[src/rtl/lcd_bus_responder.sv]
// lcd_bus_responder
//   Responder end of an HD44780-style 8-bit text-LCD write bus. It decodes
//   rs/rw/data transfers, keeps a 2x16 shadow DDRAM with its address counter
//   (AC) and display flags, and presents the visible text as two packed
//   16-character lines (char 0 in bits [127:120]).
//
//   Optional feature: define LCD_READ_EN to service busy-flag/AC reads and
//   data reads. Without it every rw=1 transfer is ignored (or counted as a
//   drop while busy) and rd_data/rd_oe stay 0.
//
// Ports
//   clk_100hz    bus clock, at most one transfer per cycle
//   rst          asynchronous, active-low reset
//   bus_valid    transfer strobe, bus sampled on posedge when high
//   lcd_rs       0 = instruction, 1 = data
//   lcd_rw       0 = write, 1 = read
//   lcd_data     write payload
//   rd_data      read response, valid while rd_oe is high
//   rd_oe        one-cycle read-response strobe
//   line1_text   row 0 text
//   line2_text   row 1 text
//   cursor_addr  address counter AC
//   display_on, cursor_on, blink_on   display control D/C/B
//   inc_mode     entry-mode I/D
//   init_done    set by the first function-set instruction
//   busy         clear-display sweep or settle time in progress
//   drop_cnt     transfers ignored while busy, saturating at 255
module lcd_bus_responder #(
  parameter logic [7:0]  BLANK_CHAR = 8'h20,
  parameter int unsigned CLEAR_WAIT = 4
) (
  input  logic         clk_100hz,
  input  logic         rst,
  input  logic         bus_valid,
  input  logic         lcd_rs,
  input  logic         lcd_rw,
  input  logic [7:0]   lcd_data,
  output logic [7:0]   rd_data,
  output logic         rd_oe,
  output logic [127:0] line1_text,
  output logic [127:0] line2_text,
  output logic [6:0]   cursor_addr,
  output logic         display_on,
  output logic         cursor_on,
  output logic         blink_on,
  output logic         inc_mode,
  output logic         init_done,
  output logic         busy,
  output logic [7:0]   drop_cnt
);

`ifdef LCD_READ_EN
  localparam bit READ_EN = 1'b1;
`else
  localparam bit READ_EN = 1'b0;
`endif

  localparam logic [1:0] S_IDLE  = 2'd0;
  localparam logic [1:0] S_CLEAR = 2'd1;
  localparam logic [1:0] S_WAIT  = 2'd2;

  localparam logic [3:0] WAIT_LAST = 4'(CLEAR_WAIT - 1);

  logic [1:0] state;
  logic [4:0] clr_idx;
  logic [3:0] wait_cnt;
  logic       cg_mode;
  logic [6:0] ac;
  logic [7:0] row0 [16];
  logic [7:0] row1 [16];
  logic [7:0] cell_rd;

  // AC walks 0x00..0x27 then 0x40..0x67, wrapping between the two windows.
  function automatic logic [6:0] ac_step(input logic [6:0] a, input logic up);
    if (up) begin
      if (a == 7'h27)      return 7'h40;
      else if (a == 7'h67) return 7'h00;
      else                 return a + 7'd1;
    end else begin
      if (a == 7'h00)      return 7'h67;
      else if (a == 7'h40) return 7'h27;
      else                 return a - 7'd1;
    end
  endfunction

  // Addresses in the gaps between the two windows snap to the next window start.
  function automatic logic [6:0] ac_remap(input logic [6:0] a);
    if (a >= 7'h28 && a <= 7'h3F)      return 7'h40;
    else if (a >= 7'h68)               return 7'h00;
    else                               return a;
  endfunction

  // NOTE: every variable assigned in always_comb gets a default first so no
  // path leaves it unassigned, which would infer a latch.
  always_comb begin
    cell_rd = BLANK_CHAR;
    if (ac[5:4] == 2'b00) cell_rd = ac[6] ? row1[ac[3:0]] : row0[ac[3:0]];
  end

  // NOTE: all state below is sequential and uses non-blocking assignments so
  // every register samples pre-edge values regardless of statement order.
  always_ff @(posedge clk_100hz or negedge rst) begin
    if (!rst) begin
      state       <= S_IDLE;
      clr_idx     <= '0;
      wait_cnt    <= '0;
      cg_mode     <= 1'b0;
      ac          <= '0;
      inc_mode    <= 1'b1;
      display_on  <= 1'b0;
      cursor_on   <= 1'b0;
      blink_on    <= 1'b0;
      init_done   <= 1'b0;
      rd_data     <= '0;
      rd_oe       <= 1'b0;
      drop_cnt    <= '0;
      // NOTE: the shadow DDRAM is reset on purpose: the mirrored text must be
      // blank immediately after reset, not after a clear sweep.
      for (int i = 0; i < 16; i++) begin
        row0[i] <= BLANK_CHAR;
        row1[i] <= BLANK_CHAR;
      end
    end else begin
      rd_oe <= 1'b0;

      case (state)
        S_CLEAR: begin
          if (clr_idx[4]) row1[clr_idx[3:0]] <= BLANK_CHAR;
          else            row0[clr_idx[3:0]] <= BLANK_CHAR;
          clr_idx <= clr_idx + 5'd1;
          if (clr_idx == 5'd31) begin
            wait_cnt <= '0;
            state    <= (CLEAR_WAIT == 0) ? S_IDLE : S_WAIT;
          end
        end
        S_WAIT: begin
          if (wait_cnt == WAIT_LAST) state <= S_IDLE;
          else                       wait_cnt <= wait_cnt + 4'd1;
        end
        default: ;
      endcase

      if (bus_valid) begin
        if (busy) begin
          // Busy-flag reads stay serviced during a clear; all else is dropped.
          if (READ_EN && lcd_rw && !lcd_rs) begin
            rd_data <= {1'b1, ac};
            rd_oe   <= 1'b1;
          end else if (drop_cnt != 8'hFF) begin
            drop_cnt <= drop_cnt + 8'd1;
          end
        end else if (!lcd_rw) begin
          if (!lcd_rs) begin
            // Highest set bit selects the instruction.
            casez (lcd_data)
              8'b1???????: begin
                ac      <= ac_remap(lcd_data[6:0]);
                cg_mode <= 1'b0;
              end
              8'b01??????: cg_mode   <= 1'b1;
              8'b001?????: init_done <= 1'b1;
              8'b0001????: if (!lcd_data[3]) ac <= ac_step(ac, lcd_data[2]);
              8'b00001???: {display_on, cursor_on, blink_on} <= lcd_data[2:0];
              8'b000001??: inc_mode  <= lcd_data[1];
              8'b0000001?: ac        <= '0;
              8'b00000001: begin
                ac       <= '0;
                inc_mode <= 1'b1;
                cg_mode  <= 1'b0;
                clr_idx  <= '0;
                state    <= S_CLEAR;
              end
              default: ;
            endcase
          end else if (!cg_mode) begin
            // Only the 16 visible columns of each row are stored.
            if (ac[5:4] == 2'b00) begin
              if (ac[6]) row1[ac[3:0]] <= lcd_data;
              else       row0[ac[3:0]] <= lcd_data;
            end
            ac <= ac_step(ac, inc_mode);
          end
        end else if (READ_EN) begin
          rd_oe <= 1'b1;
          if (!lcd_rs) begin
            rd_data <= {1'b0, ac};
          end else begin
            rd_data <= cell_rd;
            if (!cg_mode) ac <= ac_step(ac, inc_mode);
          end
        end
      end
    end
  end

  assign busy        = (state != S_IDLE);
  assign cursor_addr = ac;

  for (genvar g = 0; g < 16; g++) begin : g_pack
    assign line1_text[127 - 8*g -: 8] = row0[g];
    assign line2_text[127 - 8*g -: 8] = row1[g];
  end

endmodule

[config.mk]
export PLATFORM = sky130hd
export DESIGN_NAME = lcd_bus_responder
export DESIGN_NICKNAME = d
export VERILOG_FILES = /design/src/rtl/lcd_bus_responder.sv
export SDC_FILE = /design/constraint.sdc
export NUM_CORES = 1
export LEC_CHECK = 0
export ABC_AREA = 1
export CORE_ASPECT_RATIO = 0.5
export CORE_UTILIZATION = 39
export DETAILED_ROUTE_END_ITERATION = 7
export GPL_TIMING_DRIVEN = 0
export PLACE_DENSITY = 0.67
export SLEW_MARGIN = 20
export SYNTH_ARGS = -nofsm -noshare
export SYNTH_HDL_FRONTEND = slang
export SYNTH_SLANG_ARGS = --single-unit
export TNS_END_PERCENT = 30
[constraint.sdc]
create_clock -name clk_100hz -period 1.9 [get_ports clk_100hz]
set_input_delay 0.57 -clock clk_100hz [delete_from_list [all_inputs] [get_ports clk_100hz]]
set_output_delay 0.57 -clock clk_100hz [all_outputs]
set_load 0.1 [all_outputs]
==> results.json, run 1 <==
{
  "status": "finished with violations",
  "failed_checks": "negative setup slack",
  "grt_pass1_vias": 10800,
  "setup_ws_ps": -359,
  "max_slew_margin_pct": 32.8,
  "crit_start": "state[0]",
  "drc": 0,
  "detail_route.first_pass.iterations": 5,
  "fin_util_pct": 58.9,
  "gp_congestion": 0.879,
  "cts_tree": "done",
  "grt_max_degree": 99,
  "grt_antenna_before_repair": 0,
  "yosysWarnings": 8,
  "area_growth_pct": 48.5,
  "hold-path-endpoint": "cursor_addr[5]",
  "syn_area_mm2": 0.0131,
  "dieWidth_um": 261,
  "final_cell_mix": "dfrtp_1 (239), nand3b_1 (201), buf_4 (163)",
  "drtIter0Drc": 1153,
  "reg2reg_from": "state[0]",
  "cap_viol_max_count": 0,
  "maxSlewViolCount": 0,
  "synthArstFlopShare_pct": 100,
  "yosys_register_bits": 288,
  "fin_nets": 1758,
  "cts_buffers": 28,
  "fmax_ghz": 0.443,
  "setup_viol_count_final": 353,
  "nFillCells": 2787,
  "final_common_cell": "dfrtp_1",
  "hold_path_class": "input port to flip-flop",
  "cts_root_buffer": "clkbuf_16",
  "core.rowCount": 47,
  "whs_path_depth": 4,
  "holdCritStartpoint": "lcd_rs",
  "drive_above_1_share_pct": 39.9,
  "vias": 11700,
  "p_per_area_mw_per_mm2": 1120,
  "final_hold_viol_count": 0,
  "die_area_mm2": 0.0344,
  "ant_nets": 0,
  "grtUsageTotal_pct": 25.5,
  "tightestPinTransition_ps": 1010,
  "ys_seq_area_share_pct": 55.2,
  "syn_avg_cell_area_um2": 9.82,
  "antenna_cells": 0,
  "synthTopCellsByArea": "dfrtp_1 (49%), nand3b_1 (11%), dfstp_2 (6.6%)",
  "synth_top_cell_area_share_pct": 48.6,
  "reg2reg_to": "line1_text[47]",
  "r2r_setup_slack_ps": -360,
  "clk_pin_slew_ps": 70,
  "cp.required_ps": 2320,
  "wl_um": 46200,
  "io_pins": 299,
  "fin_crit_sh_pct": 119,
  "dp_cells": 2075,
  "grt_pass1_wl_um": 67000,
  "yosysTopAreaCell": "dfrtp_1",
  "rsz0062_at_grt": "true",
  "ys.flop_type": "dfrtp_1",
  "port_buffers": 287,
  "period_needed_ps": 2260,
  "hpwl_um": 30000,
  "dieHeight_um": 132,
  "synth_edf_count": 0,
  "vdd_drop_max_mv": 0.761,
  "clock_skew_ps": 19.2,
  "arrival_ps": 2680,
  "vias_per_cell": 5.33,
  "wire_per_inst_um": 21.1,
  "worstSetupPathType": "flip-flop to flip-flop",
  "synth_cell_types": 40,
  "reg2reg_depth": 14,
  "syn_inst": 1336,
  "ctsLongestPathBuffers": 3,
  "core_mm2": 0.0331,
  "grt-ovfl-total": 0,
  "clock_insertion_delay_worst_skew_ps": 570,
  "startpoint_type": "flip-flop",
  "numClockSinks": 288,
  "critPathMaxFanout": 8,
  "final_cells": 2194,
  "initial_core_util_pct": 39.6,
  "h-tree-depth": 1,
  "power_leakage_uw": 0.00866,
  "endpoint_kind": "flip-flop"
}
[registers in the layout (all words and copies together) (netlist names)]
name         count
state            2
cursor_on        1
inc_mode         1
wait_cnt         4
cursor_addr      7
display_on       1
init_done        1
line1_text     128
drop_cnt         8
line2_text     128
blink_on         1
clr_idx          5
cg_mode          1
[synth_stat cells, types with 2 or more instances]
| library cell | instances |
|---|---|
| nand3b_1 | 201 |
| xor2_1 | 5 |
| buf_1 | 3 |
| o21ai_0 | 159 |
| o21ai_1 | 116 |
| dfstp_2 | 33 |
| ha_1 | 14 |
| clkbuf_1 | 29 |
| inv_1 | 86 |
| xnor2_1 | 7 |
| nor2_2 | 4 |
| nand2_4 | 21 |
| o21bai_1 | 2 |
| buf_6 | 21 |
| nand2_1 | 138 |
| buf_4 | 11 |
| nor3_1 | 5 |
| nor2_1 | 97 |
| a21oi_1 | 10 |
| nand4_1 | 7 |
| o211ai_1 | 3 |
| buf_2 | 15 |
| buf_12 | 2 |
| nand3_1 | 75 |
| inv_2 | 2 |
| dfrtp_1 | 255 |
| nor2_8 | 2 |
[worst max-delay path, stage by stage, from the launching register on]
cell	delay (ps)
dfrtp_1	410
inv_2	90
ha_4	170
inv_8	40
nor2_4	70
nand2_2	70
nor3_4	260
nand2_4	120
nor2_8	160
buf_12	140
buf_16	170
nand2_8	100
buf_6	160
nand3b_1	70
o21ai_1	70
[report_power, final]
part	internal, µW	total (µW)	switching (µW)
clock	3550	6070	2520
combinational	1930	8460	6530
sequential	6830	7390	563
total	12300	21900	9620
[metal layers]
metal	GRT usage (%)	up-vias	wire length [µm]
li1	-	5336	-
met1	36.0	5896	20300
met2	40.3	377	22100
met3	3.92	88	2340
met4	7.78	0	1520
met5	0	-	0
[cell type report]
type / instances / area [µm²] / area share (%)
inverter: 89 / 349 / 1.79
multi-input combinational: 886 / 5930 / 30.4
sequential: 288 / 7280 / 37.4
clock inverter: 11 / 175 / 0.899
tap: 441 / 552 / 2.83
buffer: 77 / 621 / 3.18
clock buffer: 41 / 820 / 4.21
timing repair buffer: 361 / 3750 / 19.3
[through the flow]
step,cell area (µm²),power (µW),setup TNS [ps],setup WS [ps],hold slack [ps]
CTS,18200,21400,-74870,-328,342
global route,19500,22600,-96690,-462,385
global placement,16600,15100,-3700280,-14490,460
detailed placement,16700,15200,-228130,-808,395
floorplan,13200,13200,-25750,-195,274
finish,19500,21900,-64670,-359,373
[worst max-delay path by stage]
stage	end	cells past startpoint
6_report	line1_text[47]	14
5_1_grt	line1_text[47]	14
4_1_cts	line1_text[63]	14
3_5_place_dp	cursor_addr[6]	11
3_3_place_gp	drop_cnt[0]	1
2_1_floorplan	line2_text[55]	13
[timing repair]
action | CTS | global route
pin swaps | 4 | 11
endpoints found under the setup margin | 546 | 416
gates resized for setup | 1503 | 376
hold buffers | 1 | 0
cloned | 7 | 22
setup buffers | 9 | 34
endpoints found under the hold margin | 15 | 0
[cell families after synthesis]
group           count (synthesis)  share of synthesized area (%)
compound gates                296                           11.5
xor+xnor                       12                          0.801
fa+ha+maj                      14                           1.33
buf+inv                       170                           6.81
flops                         288                           55.2
other cells                     1                         0.0286
simple gates                  555                           24.3
(Power assumes the default switching activity.)
==> run 2, diff against run 1 <==
--- a/config.mk
+++ b/config.mk
@@ -6,11 +6,13 @@
 export NUM_CORES = 1
 export LEC_CHECK = 0
 export ABC_AREA = 1
+export CAP_MARGIN = 20
 export CORE_ASPECT_RATIO = 0.5
+export CORE_MARGIN = 2
 export CORE_UTILIZATION = 39
 export DETAILED_ROUTE_END_ITERATION = 7
+export DONT_BUFFER_PORTS = 1
 export GPL_TIMING_DRIVEN = 0
-export PLACE_DENSITY = 0.67
 export SLEW_MARGIN = 20
 export SYNTH_ARGS = -nofsm -noshare
 export SYNTH_HDL_FRONTEND = slang
==> run 2 against run 1 <==
Effect of this change:
- the flow finishes with violations (negative hold slack, negative setup slack)
- first-iteration DRC count fell by 10%
- register-to-register slack gained 20 ps
- count of clock-buffer cells in the layout grew 1
- wire length down 2.8%
- power down 3.7%
- sequential cell count did not move
- clock skew up 7.6 ps
- utilization shrank 5.6 points
- final cell count fell by 12%
- worst setup slack gained 16 ps
- sequential power rose by 56%
- critical endpoint is now line2_text[94]
==> results.json, run 2 (synthesized netlist as in run 1, its figures left out) <==
{
  "status": "finished with violations",
  "failed_checks": "negative hold slack, negative setup slack",
  "max_slew_margin_pct": 27.5,
  "detail_route.first_pass.iterations": 5,
  "wire_per_inst_um": 23.2,
  "grt_max_degree": 289,
  "clock_insertion_delay_worst_skew_ps": 580,
  "critical_path.top_delay_family": "simple AND/OR/NAND/NOR gates",
  "tightestPinTransition_ps": 1090,
  "vias": 10900,
  "fin_util_pct": 53.3,
  "wl_um": 45000,
  "reg2reg_depth": 14,
  "final_common_cell": "dfrtp_2",
  "cts_tree": "done",
  "critPathMaxFanout": 8,
  "fin_nets": 1505,
  "endpoint_kind": "flip-flop",
  "dieWidth_um": 263,
  "period_needed_ps": 2240,
  "placed_cell_area_mm2": 0.0138,
  "grt-ovfl-total": 0,
  "arrival_ps": 2650,
  "clk_pin_slew_ps": 60,
  "grt_pass1_wl_um": 65100,
  "rsz0062_at_grt": "true",
  "crit_slowest_cell": "dfrtp_1",
  "io_pins": 299,
  "core_mm2": 0.0331,
  "initial_core_util_pct": 39.6,
  "cts_buffers": 28,
  "fmax_ghz": 0.446,
  "port_buffers": 0,
  "setup_ws_ps": -343,
  "reg2reg_from": "state[0]",
  "vias_per_cell": 5.63,
  "cap_viol_max_count": 0,
  "area_growth_pct": 34.4,
  "drc": 0,
  "vdd_drop_max_mv": 0.763,
  "core.rowCount": 47,
  "reg2reg_to": "line2_text[94]",
  "power_leakage_uw": 0.00688,
  "path_cells": "inv_2 > ha_4 > inv_12 > nor2_4 > nand2_4 > nor3_4 > nand2_4 > nor2_8 > buf_6 > buf_12 > nand2_8 > buf_6 > nand3b_1 > o21ai_1",
  "die_area_mm2": 0.0352,
  "critical_path_buf_inv_count": 5,
  "numClockSinks": 288,
  "setup_viol_count_final": 288,
  "h-tree-depth": 1,
  "startpoint_type": "flip-flop",
  "grt_pass1_vias": 10400,
  "ctsLongestPathBuffers": 3,
  "gp_congestion": 0.883,
  "r2r_setup_slack_ps": -340,
  "drive_above_1_share_pct": 49.0,
  "ant_nets": 0,
  "cp.required_ps": 2300,
  "cts_root_buffer": "clkbuf_16",
  "seq_area_mm2": 0.00769,
  "cpPeakStageDelay_ps": 400,
  "multi_input_area_mm2": 0.00628,
  "worstSetupPathType": "flip-flop to flip-flop",
  "dieHeight_um": 134,
  "antenna_cells": 0,
  "grtUsageTotal_pct": 24.3,
  "cp-endpoint": "line2_text[94]",
  "final_cell_mix": "dfrtp_2 (236), nand3b_1 (201), o21ai_1 (142)",
  "crit_start": "state[0]",
  "clock_skew_ps": 26.8,
  "path_depth": 14,
  "whs_ps": -304,
  "grt_antenna_before_repair": 1,
  "maxSlewViolCount": 0,
  "hpwl_um": 29500,
  "stdcell_area_mm2": 0.0176,
  "p_per_area_mw_per_mm2": 1200,
  "drtIter0Drc": 1033,
  "hold_path_class": "input port to async pin",
  "final_hold_viol_count": 260,
  "nFillCells": 2803,
  "fin_crit_sh_pct": 118
}
[run 2: cell count changes in the layout (fill, tap and decap cells not counted), sizes merged]
| cell | delta |
|---|---|
| buf | -126 |
| clkbuf | -22 |
| clkinv | -1 |
| bufbuf | +1 |
| clkdlybuf4s50 | -9 |
| clkinvlp | +2 |
| dlygate4sd3 | -1 |
| clkdlybuf4s15 | -94 |
| clkdlybuf4s18 | -1 |
| bufinv | -2 |
[run 2: timing repair]
item | in CTS | in global routing
buffers inserted | 32 | 46
endpoints found under the hold margin | 288 | 285
cloned | 30 | 3
pin swaps | 11 | 10
gates resized for setup | 434 | 395
endpoints found under the setup margin | 545 | 460
[run 2: per-stage QoR]
stage / worst slack, ps / hold slack (ps) / TNS (ps) / std cells / power, µW
2_1_floorplan: -195 / 274 / -25750 / 1344 / 13200
3_3_place_gp: -695 / 280 / -123450 / 1785 / 14000
3_5_place_dp: -745 / 280 / -133240 / 1785 / 14000
4_1_cts: -334 / -336 / -88320 / 1898 / 20500
5_1_grt: -440 / -319 / -80020 / 1941 / 21800
6_report: -343 / -304 / -55970 / 1941 / 21100
[run 2: layout make-up]
| class | count | share of cell area (%) |
|---|---|---|
| tap | 441 | 3.13 |
| sequential | 288 | 43.6 |
| clock buffer | 42 | 4.67 |
| clock inverter | 10 | 0.724 |
| inverter | 89 | 2.09 |
| timing repair buffer | 107 | 6.37 |
| multi-input combinational | 886 | 35.6 |
| buffer | 78 | 3.78 |
[run 2: layer usage]
layer  part of all wire [%]  track usage (%)  up-vias
li1                       -                -     4851
met1                     41             31.5     5535
met2                     48             39.5      425
met3                    6.6             5.43      118
met4                    4.2             10.3        0
met5                      0                0        -
[run 2: power breakdown]
| group | internal (µW) | leakage [µW] | total (µW) | switching [µW] |
|---|---|---|---|---|
| clock network | 3290 | 0.000460 | 5800 | 2510 |
| registers | 6890 | 0.00346 | 11500 | 4580 |
| logic | 1330 | 0.00296 | 3850 | 2520 |
| total | 11500 | 0.00688 | 21100 | 9610 |
[run 2: worst min-delay path by stage]
stage               start        endpoint  cells past startpoint
finish                rst  line2_text[31]                      0
global route          rst  line2_text[28]                      0
CTS                   rst  line1_text[26]                      0
detailed placement    rst  line2_text[31]                      0
global placement      rst  line2_text[30]                      0
floorplan             rst        blink_on                      0
==> run 3, diff against run 2 <==
--- a/config.mk
+++ b/config.mk
@@ -10,6 +10,7 @@
 export CORE_ASPECT_RATIO = 0.5
 export CORE_MARGIN = 2
 export CORE_UTILIZATION = 39
+export CTS_BUF_LIST = sky130_fd_sc_hd__clkbuf_8
 export DETAILED_ROUTE_END_ITERATION = 7
 export DONT_BUFFER_PORTS = 1
 export GPL_TIMING_DRIVEN = 0
==> run 3 against run 2 <==
Effect of this change:
- the flow still finishes with violations (negative hold slack, negative setup slack)
- maximum frequency fell by 1.3%
- cell area fell by 0.28%
- die area did not move
- first-iteration DRC count rose by 0.58%
- critical endpoint is now line1_text[55]
==> results.json, run 3 (synthesized netlist as in run 1, its figures left out) <==
{
  "status": "finished with violations",
  "failed_checks": "negative hold slack, negative setup slack",
  "comb_power_share_pct": 17.7,
  "final_cells": 1952,
  "period_needed_ps": 2270,
  "drtIter0Drc": 1039,
  "netSwitchingFraction_pct": 46.5,
  "maxSlewViolCount": 0,
  "fin_util_pct": 53.1,
  "arrival_ps": 2710,
  "cap_viol_max_count": 0,
  "p_seq_share_pct": 55.8,
  "seq_area_mm2": 0.00778,
  "fin_crit_sh_pct": 120,
  "grt_pass1_vias": 10600,
  "setup_ws_ps": -373,
  "area_growth_pct": 34.0,
  "stdcell_area_mm2": 0.0176,
  "max_slew_margin_pct": 24.0,
  "cts_root_buffer": "clkbuf_8",
  "ctsLongestPathBuffers": 3,
  "endpoint_kind": "flip-flop",
  "die_area_mm2": 0.0352,
  "hold_path_class": "input port to async pin",
  "clk_pin_slew_ps": 70,
  "drive_above_1_share_pct": 49.0,
  "final_cell_mix": "nand3b_1 (201), dfrtp_2 (193), o21ai_2 (137)",
  "grt-ovfl-total": 0,
  "h-tree-depth": 2,
  "hpwl_um": 29500,
  "dp_cells": 1785,
  "grt_pass1_wl_um": 65700,
  "reg2reg_from": "state[1]",
  "met3_length_um": 3310,
  "fmax_ghz": 0.440,
  "dieWidth_um": 263,
  "clock_skew_ps": 14.4,
  "vias": 11000,
  "dieHeight_um": 134,
  "multi_input_area_mm2": 0.00628,
  "wire_per_inst_um": 23.1,
  "detail_route.first_pass.iterations": 6,
  "io_pins": 299,
  "tightestPinTransition_ps": 1140,
  "vdd_drop_max_mv": 0.610,
  "wl_met1_um": 18300,
  "p_clk_share_pct": 26.4,
  "worstSetupPathType": "flip-flop to flip-flop",
  "whs_ps": -321,
  "grt_max_degree": 289,
  "vias_per_cell": 5.61,
  "drc": 0,
  "fin_nets": 1504,
  "power_leakage_uw": 0.00692,
  "gp_congestion": 0.883,
  "grt_antenna_before_repair": 1,
  "core.rowCount": 47,
  "reg2reg_depth": 14,
  "routed.top_layer": "met4",
  "startpoint_type": "flip-flop",
  "port_buffers": 0,
  "fin_total_pwr_uw": 20600,
  "final_hold_viol_count": 259,
  "cp.required_ps": 2330,
  "clock_insertion_delay_worst_skew_ps": 590,
  "core_mm2": 0.0331,
  "critPathMaxFanout": 7,
  "grtUsageTotal_pct": 24.6,
  "initial_core_util_pct": 39.6,
  "final.setup.tns_ps": -63540,
  "power.switching_uw": 9570,
  "numClockSinks": 288,
  "wl_met2_um": 21800,
  "cts_buffers": 44,
  "rsz0062_at_grt": "true",
  "cts_tree": "done",
  "nFillCells": 2872,
  "setup_viol_count_final": 306,
  "antenna_cells": 0,
  "crit_start": "state[1]",
  "p_int_uw": 11000,
  "ant_nets": 0,
  "p_per_area_mw_per_mm2": 1170,
  "final_common_cell": "nand3b_1",
  "wl_um": 45200,
  "placed_cell_area_mm2": 0.0138
}
## run 3: worst paths after layout
check	to	slack [ps]
setup / recovery	line1_text[55]	-370
hold / removal	line2_text[28]	-320
setup reg to reg	line1_text[55]	-370
hold reg to reg	wait_cnt[3]	490
max in group asynchronous	line2_text[20]	1470
min in group clk_100hz	cg_mode	90
## run 3: metal layers
metal	vias to the layer above	track usage [%]
li1	4848	-
met1	5582	31.3
met2	406	39.7
met3	124	6.95
met4	0	10.7
met5	-	0
## run 3: final cells by class
| class | instances | share of cell area [%] |
|---|---|---|
| Multi-Input combinational cell | 886 | 35.7 |
| Inverter | 89 | 2.04 |
| Tap cell | 441 | 3.14 |
| Clock buffer | 61 | 4.78 |
| Timing Repair Buffer | 90 | 5.81 |
| Clock inverter | 19 | 0.541 |
| Buffer | 78 | 3.72 |
| Sequential cell | 288 | 44.3 |
## run 3: per-stage QoR
stage	hold WS (ps)	setup WS, ps
6_report	-321	-373
4_1_cts	-357	-368
3_3_place_gp	280	-695
5_1_grt	-357	-459
2_1_floorplan	274	-195
3_5_place_dp	280	-745
## run 3: what timing repair did
action,CTS,global route
gates cloned,30,2
hold endpoints to repair,288,288
buffers inserted,30,28
pin swaps,10,6
resized for setup,431,406
setup endpoints to repair,548,483
## run 3: worst max-delay path, stage by stage (launching register included)
cell,delay [ps]
dfrtp_1,390
inv_2,80
ha_4,190
inv_12,80
nor2_4,100
nand2_4,60
nor3_4,180
nand2_4,130
nor2_8,190
buf_12,140
buf_12,160
nand2_8,80
buf_6,140
nand3b_1,90
o21ai_1,90
## run 3: power by group through the flow
stage                     sequential (µW)  clock (µW)  combinational, µW
after global placement              11300           0               2610
final                               11500        5440               3650
after detailed placement            11400           0               2670
after global routing                11500        5790               3940
after CTS                           11300        5520               3270
after floorplan                     11100           0               2070
==> RTL edit, RTL diff (flow settings as in run 1) <==
Set the localparam `READ_EN` to 1'b1 (it was 1'b0).
--- a/src/rtl/lcd_bus_responder.sv
+++ b/src/rtl/lcd_bus_responder.sv
@@ -54,3 +54,3 @@
 `else
-  localparam bit READ_EN = 1'b0;
+  localparam bit READ_EN = 1'b1;
 `endif
Check against the original RTL: not settled (the Yosys comparison gave no result); the edit may change what the design does.
==> RTL edit against run 1 <==
- the run ends with DRC, setup timing left
- power up 43%
- worst setup slack got worse by 0.0063 ns
- area after synthesis increased by 29%
- sequential cell count grew 9
- combinational power up 100%
- wire length up 79%
- count of clock-buffer cells in the layout rose by 3
- global-route usage rose by 9.0 points
- fmax down 0.28%
- cell area rose by 32%
- utilization increased by 1.8 points
- via count up 63%
==> RTL edit: results (changes against run 1) <==
* Post-route setup TNS at -74.60 ns (was -64.67 ns)
* Setup Viol. Count Final at 403 (was 353)
* Top cells by area, synth: dfrtp_1, nand2_1, nor2_1, nand3_1, inv_1 (was dfrtp_1, nand3b_1, dfstp_2, o21ai_0, o21ai_1)
* Port Buf Inserts at 297 (was 287)
* Failing checks: DRC, setup timing (was setup timing)
* Status: complete, but fails checks (unchanged)
* Share of layout cells above drive strength 1 at 0.367 (was 0.399)
* Filler Cells Inserted at 3566 (was 2787)
* Fin Clk Skew at 0.0205 ns (was 0.0192 ns)
* Worst Max-Slew Pin Slew at 0.991 ns (was 1.01 ns)
* CTS Buf Count at 29 (was 28)
* Layout Nets at 2732 (was 1758)
* Vias per cell at 5.76 (was 5.33)
* Worst R2R End: line1_text[52] (was line1_text[47])
* Hold path cells at 3 (was 4)
* Gpl congestion at 1.09 (was 0.879)
* Largest net degree at the start of global routing at 90 (was 99)
* GR Util All Layers at 0.345 (was 0.255)
* Initial antenna violation count at 4 (was 0)
* Yosys warnings at 0 (was 8)
* DRC viols at 8 (was 0)
* Dpl cells at 3108 (was 2075)
* Setup ws final at -0.365 ns (was -0.359 ns)
* Logic pwr share at 0.548 (was 0.386)
* Met1 GRT Util at 0.438 (was 0.360)
-- RTL edit: changes by cell type in the layout (fill, tap and decap cells not counted), moves of 43 or more --
cell	change
inv_1	+148
nand3_1	+90
nand2_1	+356
buf_4	+48
nor2_1	+154
nand3b_1	-121
buf_12	+43
nand2_2	+55
-- RTL edit: kinds of logic (layout without fill, tap and decap cells) --
group | count (synthesis) | count (layout) | share of synthesized area
compound gates | 389 | 389 | 0.135
xor+xnor | 14 | 14 | 0.00722
fa+ha+maj | 14 | 14 | 0.0103
buf+inv | 377 | 874 | 0.103
flops | 297 | 297 | 0.440
other cells | 0 | 4 | 0
simple gates | 1140 | 1140 | 0.304
-- RTL edit: critical path, delay by kind of cell, from the launching register on --
kind                     cells  cell delay [ns]
buffers and inverters        3             0.46
flip-flops                   1             0.40
adder cells (fa/ha/maj)      1             0.25
-- RTL edit: per-layer routing --
| metal | share of wire | vias to the layer above |
|---|---|---|
| met2 | 0.43 | 1343 |
| li1 | - | 8127 |
| met1 | 0.37 | 9168 |
| met4 | 0.064 | 4 |
| met5 | 0.0013 | - |
| met3 | 0.14 | 408 |
-- RTL edit: final cells by class --
| cell class | count | share of cell area |
|---|---|---|
| multi-input combinational | 1557 | 0.355 |
| sequential | 297 | 0.291 |
| timing repair buffer | 444 | 0.192 |
| buffer | 123 | 0.0551 |
| inverter | 253 | 0.0399 |
| clock buffer | 44 | 0.0327 |
| tap | 577 | 0.0280 |
| clock inverter | 10 | 0.00520 |
| antenna | 4 | 0.000389 |
-- RTL edit: stage by stage --
step / instance area, µm² / setup slack, ns / hold WS, ns / power [mW] / util
2_1_floorplan: 17300 / -0.185 / 0.274 / 17.0 / -
3_3_place_gp: 21000 / -15.32 / 0.459 / 21.2 / 0.494
3_5_place_dp: 21000 / -1.30 / 0.472 / 21.3 / 0.496
4_1_cts: 24000 / -0.311 / 0.416 / 29.1 / 0.565
5_1_grt: 25800 / -0.394 / 0.413 / 32.0 / 0.607
6_report: 25800 / -0.365 / 0.413 / 31.4 / 0.607
-- RTL edit: worst max path at each step --
stage,slack (ns),endpoint,startpoint,depth (start not counted)
floorplan,-0.19,line2_text[102],cursor_addr[4],9
global placement,-15.32,cursor_addr[4],rst,1
detailed placement,-1.30,state[1],lcd_data[1],9
CTS,-0.31,busy,state[1],4
global route,-0.39,line1_text[36],state[0],13
finish,-0.37,busy,state[0],4
-- RTL edit: what timing repair did --
action / in CTS / in global routing
setup endpoints to repair: 573 / 452
resized for setup: 1780 / 426
hold buffers: 1 / 0
pin swaps: 40 / 70
buffers inserted: 65 / 50
hold endpoints to repair: 54 / 0
gates cloned: 10 / 18
